### src/rtl/wb_stage.sv
// wb_stage -- write-back stage of the 5-stage MIPS pipeline.
//
// Latches M-stage results into the M/W register, extracts and extends load
// data, selects the write-back source and drives the register-file write
// port. Also exports the W-stage destination/data for forwarding and keeps
// a retired-instruction counter.
//
// Ports:
//   clk, reset          clock (rising edge), synchronous active-high reset
//   m_valid .. m_ldt    M-stage instruction fields
//   hold                freeze the W register and suppress the write
//   flush               load a bubble into W (wins over hold)
//   grf_we/a3/wd/pc     register-file write port (pc for trace)
//   w_fwd_a3/w_fwd_data forwarding view of the write (0 when no write)
//   retire_cnt          count of retired instructions, wraps at 2^CNT_W
//
// Optional macro WB_TRACE_EN: prints a simulation-only trace line
// "T@PC: $R <= DATA" at each edge that commits a register write.

module wb_stage #(
  parameter logic [31:0] RESET_PC = 32'h0000_3000,
  parameter int          CNT_W    = 32
) (
  input  logic             clk,
  input  logic             reset,
  input  logic             m_valid,
  input  logic [31:0]      m_pc,
  input  logic             m_we,
  input  logic [4:0]       m_a3,
  input  logic [1:0]       m_wsel,
  input  logic [31:0]      m_alu,
  input  logic [31:0]      m_rdata,
  input  logic [2:0]       m_ldt,
  input  logic             hold,
  input  logic             flush,
  output logic             grf_we,
  output logic [4:0]       grf_a3,
  output logic [31:0]      grf_wd,
  output logic [31:0]      grf_pc,
  output logic [4:0]       w_fwd_a3,
  output logic [31:0]      w_fwd_data,
  output logic [CNT_W-1:0] retire_cnt
);

  localparam logic [1:0] WSEL_ALU = 2'b00;
  localparam logic [1:0] WSEL_MEM = 2'b01;
  localparam logic [1:0] WSEL_PC8 = 2'b10;

  localparam logic [2:0] LDT_LBU = 3'b001;
  localparam logic [2:0] LDT_LB  = 3'b010;
  localparam logic [2:0] LDT_LHU = 3'b011;
  localparam logic [2:0] LDT_LH  = 3'b100;

  localparam logic [CNT_W-1:0] CNT_ONE = {{(CNT_W-1){1'b0}}, 1'b1};

  logic             r_valid;
  logic             r_we;
  logic [4:0]       r_a3;
  logic [31:0]      r_pc;
  logic [1:0]       r_wsel;
  logic [31:0]      r_alu;
  logic [31:0]      r_rdata;
  logic [2:0]       r_ldt;
  logic [CNT_W-1:0] r_cnt;

  logic [7:0]  w_byte;
  logic [15:0] w_half;
  logic [31:0] w_load;
  logic [31:0] w_pc8;
  logic [31:0] w_wd_sel;
  logic        w_we;

  // M/W pipeline register: reset > flush > hold > capture
  always_ff @(posedge clk) begin
    if (reset) begin
      r_valid <= 1'b0;
      r_we    <= 1'b0;
      r_a3    <= 5'd0;
      r_pc    <= RESET_PC;
      r_wsel  <= 2'b00;
      r_alu   <= 32'd0;
      r_rdata <= 32'd0;
      r_ldt   <= 3'd0;
    end else if (flush) begin
      r_valid <= 1'b0;
      r_we    <= 1'b0;
      r_a3    <= 5'd0;
      r_pc    <= RESET_PC;
      r_wsel  <= 2'b00;
      r_alu   <= 32'd0;
      r_rdata <= 32'd0;
      r_ldt   <= 3'd0;
    end else if (!hold) begin
      r_valid <= m_valid;
      r_we    <= m_we;
      r_a3    <= m_a3;
      r_pc    <= m_pc;
      r_wsel  <= m_wsel;
      r_alu   <= m_alu;
      r_rdata <= m_rdata;
      r_ldt   <= m_ldt;
    end
  end

  // An instruction retires on the edge it leaves W without being held or
  // flushed, so a held instruction is counted once, on release.
  always_ff @(posedge clk) begin
    if (reset) begin
      r_cnt <= '0;
    end else if (r_valid && !hold && !flush) begin
      r_cnt <= r_cnt + CNT_ONE;
    end
  end

  always_comb begin
    w_byte = r_rdata[7:0];
    case (r_alu[1:0])
      2'd0: w_byte = r_rdata[7:0];
      2'd1: w_byte = r_rdata[15:8];
      2'd2: w_byte = r_rdata[23:16];
      2'd3: w_byte = r_rdata[31:24];
      default: w_byte = r_rdata[7:0];
    endcase
    // halfword select ignores addr[0]
    w_half = r_alu[1] ? r_rdata[31:16] : r_rdata[15:0];
  end

  always_comb begin
    w_load = r_rdata;
    case (r_ldt)
      LDT_LBU: w_load = {24'd0, w_byte};
      LDT_LB:  w_load = {{24{w_byte[7]}}, w_byte};
      LDT_LHU: w_load = {16'd0, w_half};
      LDT_LH:  w_load = {{16{w_half[15]}}, w_half};
      default: w_load = r_rdata;
    endcase
  end

  assign w_pc8 = r_pc + 32'd8;

  always_comb begin
    w_wd_sel = 32'd0;
    case (r_wsel)
      WSEL_ALU: w_wd_sel = r_alu;
      WSEL_MEM: w_wd_sel = w_load;
      WSEL_PC8: w_wd_sel = w_pc8;
      default:  w_wd_sel = 32'd0;
    endcase
  end

  // $0 is never written; a held instruction neither writes nor forwards
  assign w_we = r_valid & r_we & (r_a3 != 5'd0) & ~hold;

  assign grf_we     = w_we;
  assign grf_a3     = w_we ? r_a3 : 5'd0;
  assign grf_wd     = w_we ? w_wd_sel : 32'd0;
  assign grf_pc     = r_pc;
  assign w_fwd_a3   = grf_a3;
  assign w_fwd_data = grf_wd;
  assign retire_cnt = r_cnt;

`ifdef WB_TRACE_EN
  always @(posedge clk) begin
    if (grf_we) begin
      $display("%0t@%h: $%0d <= %h", $time, grf_pc, grf_a3, grf_wd);
    end
  end
`else
`endif

endmodule

### config.mk
export PLATFORM = sky130hd
export DESIGN_NAME = wb_stage
export DESIGN_NICKNAME = d
export VERILOG_FILES = /design/src/rtl/wb_stage.sv
export SDC_FILE = /design/constraint.sdc
export NUM_CORES = 1
export LEC_CHECK = 0
export CORE_MARGIN = 2
export CORE_UTILIZATION = 45
export CTS_BUF_LIST = sky130_fd_sc_hd__clkbuf_2
export CTS_CLUSTER_DIAMETER = 80
export DETAILED_ROUTE_END_ITERATION = 7
export PLACE_DENSITY = 0.88
export SLEW_MARGIN = 0
export SYNTH_ARGS = -nofsm -noshare
export SYNTH_HDL_FRONTEND = slang
export SYNTH_SLANG_ARGS = --single-unit
### constraint.sdc
create_clock -name clk -period 2.7 [get_ports clk]
set_input_delay 0.405 -clock clk [delete_from_list [all_inputs] [get_ports clk]]
set_output_delay 0.405 -clock clk [all_outputs]
set_load 0.01 [all_outputs]
==> results.tsv <==
metric	value	unit
fin_tns_setup	-18990	ps
period_share	1.16	
slowest_delay	430	ps
cts-buffers-inserted	17	
ir_drop	0.000365	V
r2r_end	retire_cnt[14]$_SDFFE_PP0P_	
num_vias	8329	
synth_top_cell_by_area	dfxtp_1	
async_flop_share	0	
min_to	r_rdata[9]$_SDFFE_PP0N_	
cp_top_family	compound AO/OA/AOI/OAI gates	
cts_max_path_buffers	2	
finClkSkew	23.1	ps
synth-seq-cells	140	
ff2ff_setup_slack	580	ps
path_buf_inv	4	
synth_area	7460	µm²
nFillCells	1080	
coreArea	16400	µm²
post-route-util	0.723	
clock.fmax	319	MHz
layout_min_cycle_time	3130	ps
final_nets	1284	
synth-xor-area-share	0.0493	
status	finished, violations left	
cp_data_required_time	2300	ps
wl_per_cell	21.4	µm
synthDominantCellAreaShare	0.376	
path_clk_slew	290	ps
post_route_cells_drive_above_1_share	0.324	
yosysSeqAreaShare	0.376	
grt_pass1_vias	7886	
r2r-start	retire_cnt[0]$_SDFFE_PP0P_	
setup_ws	-431	ps
worstPathMaxFanout	5	
cts_sinks	140	
drtIter0Drc	966	
die_h	133	µm
r2r_cells	5	
diodes	0	
cts_tree	yes	
hold_violations	0	
relSlewSlack	0.416	
num_rows	47	
area_growth	59.2	%
muxShareOfSynthArea	0.176	
die_w	133	µm
instances_no_fill	1403	
worstSetupEndpointType	output port	
cp_data_arrival_time	2730	ps
violations	setup timing	
grt_max_degree	51	
crit_chain	buf_6, nor2_4, xnor2_2, nand2_2, buf_6, buf_6, a221oi_4, a211oi_4, buf_2	
rsz0062_at_grt	yes	
viasPerCell	5.94	
antenna_left	0	
holdCritPathClass	primary input to register	
synth.most_common_cell	nor2_1	
die_area	17600	µm²
slew_violations	0	
syn_area_per_cell	8.60	µm²
synth_common_cells	nor2_1, dfxtp_1, mux2i_1	
regArea	2860	µm²
pre_cts_ws	-216	ps
synth-simple-area-share	0.209	
synth_edf_count	0	
power	4.40	mW
synth_cell_types	60	
start_util	0.455	
clk_latency	730	ps
place_hpwl	18.7	mm
root_buffer	clkbuf_2	
dp.cells	1325	
synthAdderAreaFrac	0.00336	
cts_max_level	4	
port_buffers	250	
power_density	371	nW/µm²
synth_top_family_by_area	simple AND/OR/NAND/NOR gates	
power_leakage	4.93	nW
crit_start	r_ldt[1]$_SDFFE_PP0N_	
path_class	register to output port	
multiInputGateArea	4910	µm²
maxCapViolations	0	
grt_pass1_wl	43.1	mm
synth_cells	867	
crit_top_cell	buf_6	
grtUsageTotal	0.312	
hold_depth	3	
top_level_ports	251	
synth_flop_cell	dfxtp_1	
gp_congestion	0.937	
postRouteWirelength	30.1	mm
synth.area.top_cells	dfxtp_1, mux2i_1, nor2_1	
setup_viol	65	
antenna_found_initial	0	
crit_path_top_delay_cell	a221oi_4	
synth_fp_nets	981	
worstHoldStart	m_rdata[9]	
synth_compound_area_frac	0.112	
cts_hold_buffers	0	
tightest_slew	876	ps
overflow	0	
cp-start-kind	register	
dr.pass1.iters	6	
ys_warn_count	0	
drcViolationCount	0	
==> through the flow <==
step / hold slack [ps] / area [µm²]
floorplan: 455 / 7460
global placement: 468 / 10400
detailed placement: 484 / 10400
CTS: 175 / 11500
global route: 161 / 11900
finish: 204 / 11900
==> flip-flops by register name (all words and copies together) (netlist names) <==
| signal | count |
|---|---|
| retire_cnt | 32 |
| grf_pc | 32 |
| r_valid | 1 |
| r_we | 1 |
| r_wsel | 2 |
| r_rdata | 32 |
| r_alu | 32 |
| r_a3 | 5 |
| r_ldt | 3 |
==> layout by cell type, fill, tap and decap left out, types with 7 or more instances in the layout <==
master           netlist  layout
a21oi_1               22      17
o21ai_2                0      17
o21ai_0               47      16
clkdlybuf4s50_1        0     174
and4_1                11       7
mux2i_1              121     115
nor2_1               153     148
nand2_1               50      43
nand3_1               16      14
dfxtp_2                0      18
and3_1                 9       7
clkbuf_2               0      17
a31oi_1               14       7
buf_6                  1      54
buf_4                 37      86
dfxtp_1              140     114
dlymetal6s2s_1         0      10
xnor2_1               20      14
o21ai_1                0      10
xor2_1                22      22
o31a_1                 9       9
buf_2                 11      48
and2_1                 9       8
nand4_1               21      21
dfxtp_4                0       8
==> per-layer routing <==
layer	track usage	share of wire	wire, µm
met1	0.371	0.38	11400
met2	0.526	0.48	14400
met3	0.0755	0.084	2530
met4	0.159	0.059	1770
met5	0	0	0
==> worst register-to-register path: stages, from the launching register on <==
cell       delay (ps)
dfxtp_1           490
ha_1              240
nand4bb_4         140
or4_4             660
or3_1             380
a21oi_1           160
==> power by group <==
group	switching [mW]	leakage, nW	internal [mW]
Sequential	0.0552	1.15	2.12
Clock	0.885	0.162	0.628
Combinational	0.336	3.61	0.373
==> worst max path at each step <==
stage,end,slack [ps],cells past startpoint
2_1_floorplan,w_fwd_data[17],80,8
3_3_place_gp,grf_wd[11],-170,8
3_5_place_dp,w_fwd_data[11],-220,8
4_1_cts,w_fwd_data[26],-370,8
5_1_grt,w_fwd_data[23],-520,9
6_report,w_fwd_data[3],-430,9
==> repair_timing <==
| item | in CTS | in global routing |
|---|---|---|
| buffers inserted | 44 | 10 |
| gates cloned | 5 | 0 |
| gates resized for setup | 486 | 76 |
| endpoints found under the setup margin | 75 | 75 |
| pin swaps | 62 | 38 |
==> logic make-up (layout without fill, tap and decap cells) <==
logic type               count (synthesis)  in the layout
AND/OR/NAND/NOR                        316            317
flip-flops                             140            140
AO/OA/AOI/OAI                          133            133
multiplexers                           130            130
buffers and inverters                  104            419
XOR/XNOR                                42             42
adder cells (fa/ha/maj)                  2              2
==> area by class of cell <==
cell class / instances / share of cell area
clock buffer: 17 / 0.00717
clock inverter: 15 / 0.0177
inverter: 8 / 0.00274
multi-input combinational: 624 / 0.414
sequential: 140 / 0.241
tap: 220 / 0.0232
timing repair buffer: 379 / 0.295
(Power assumes the default switching activity.)
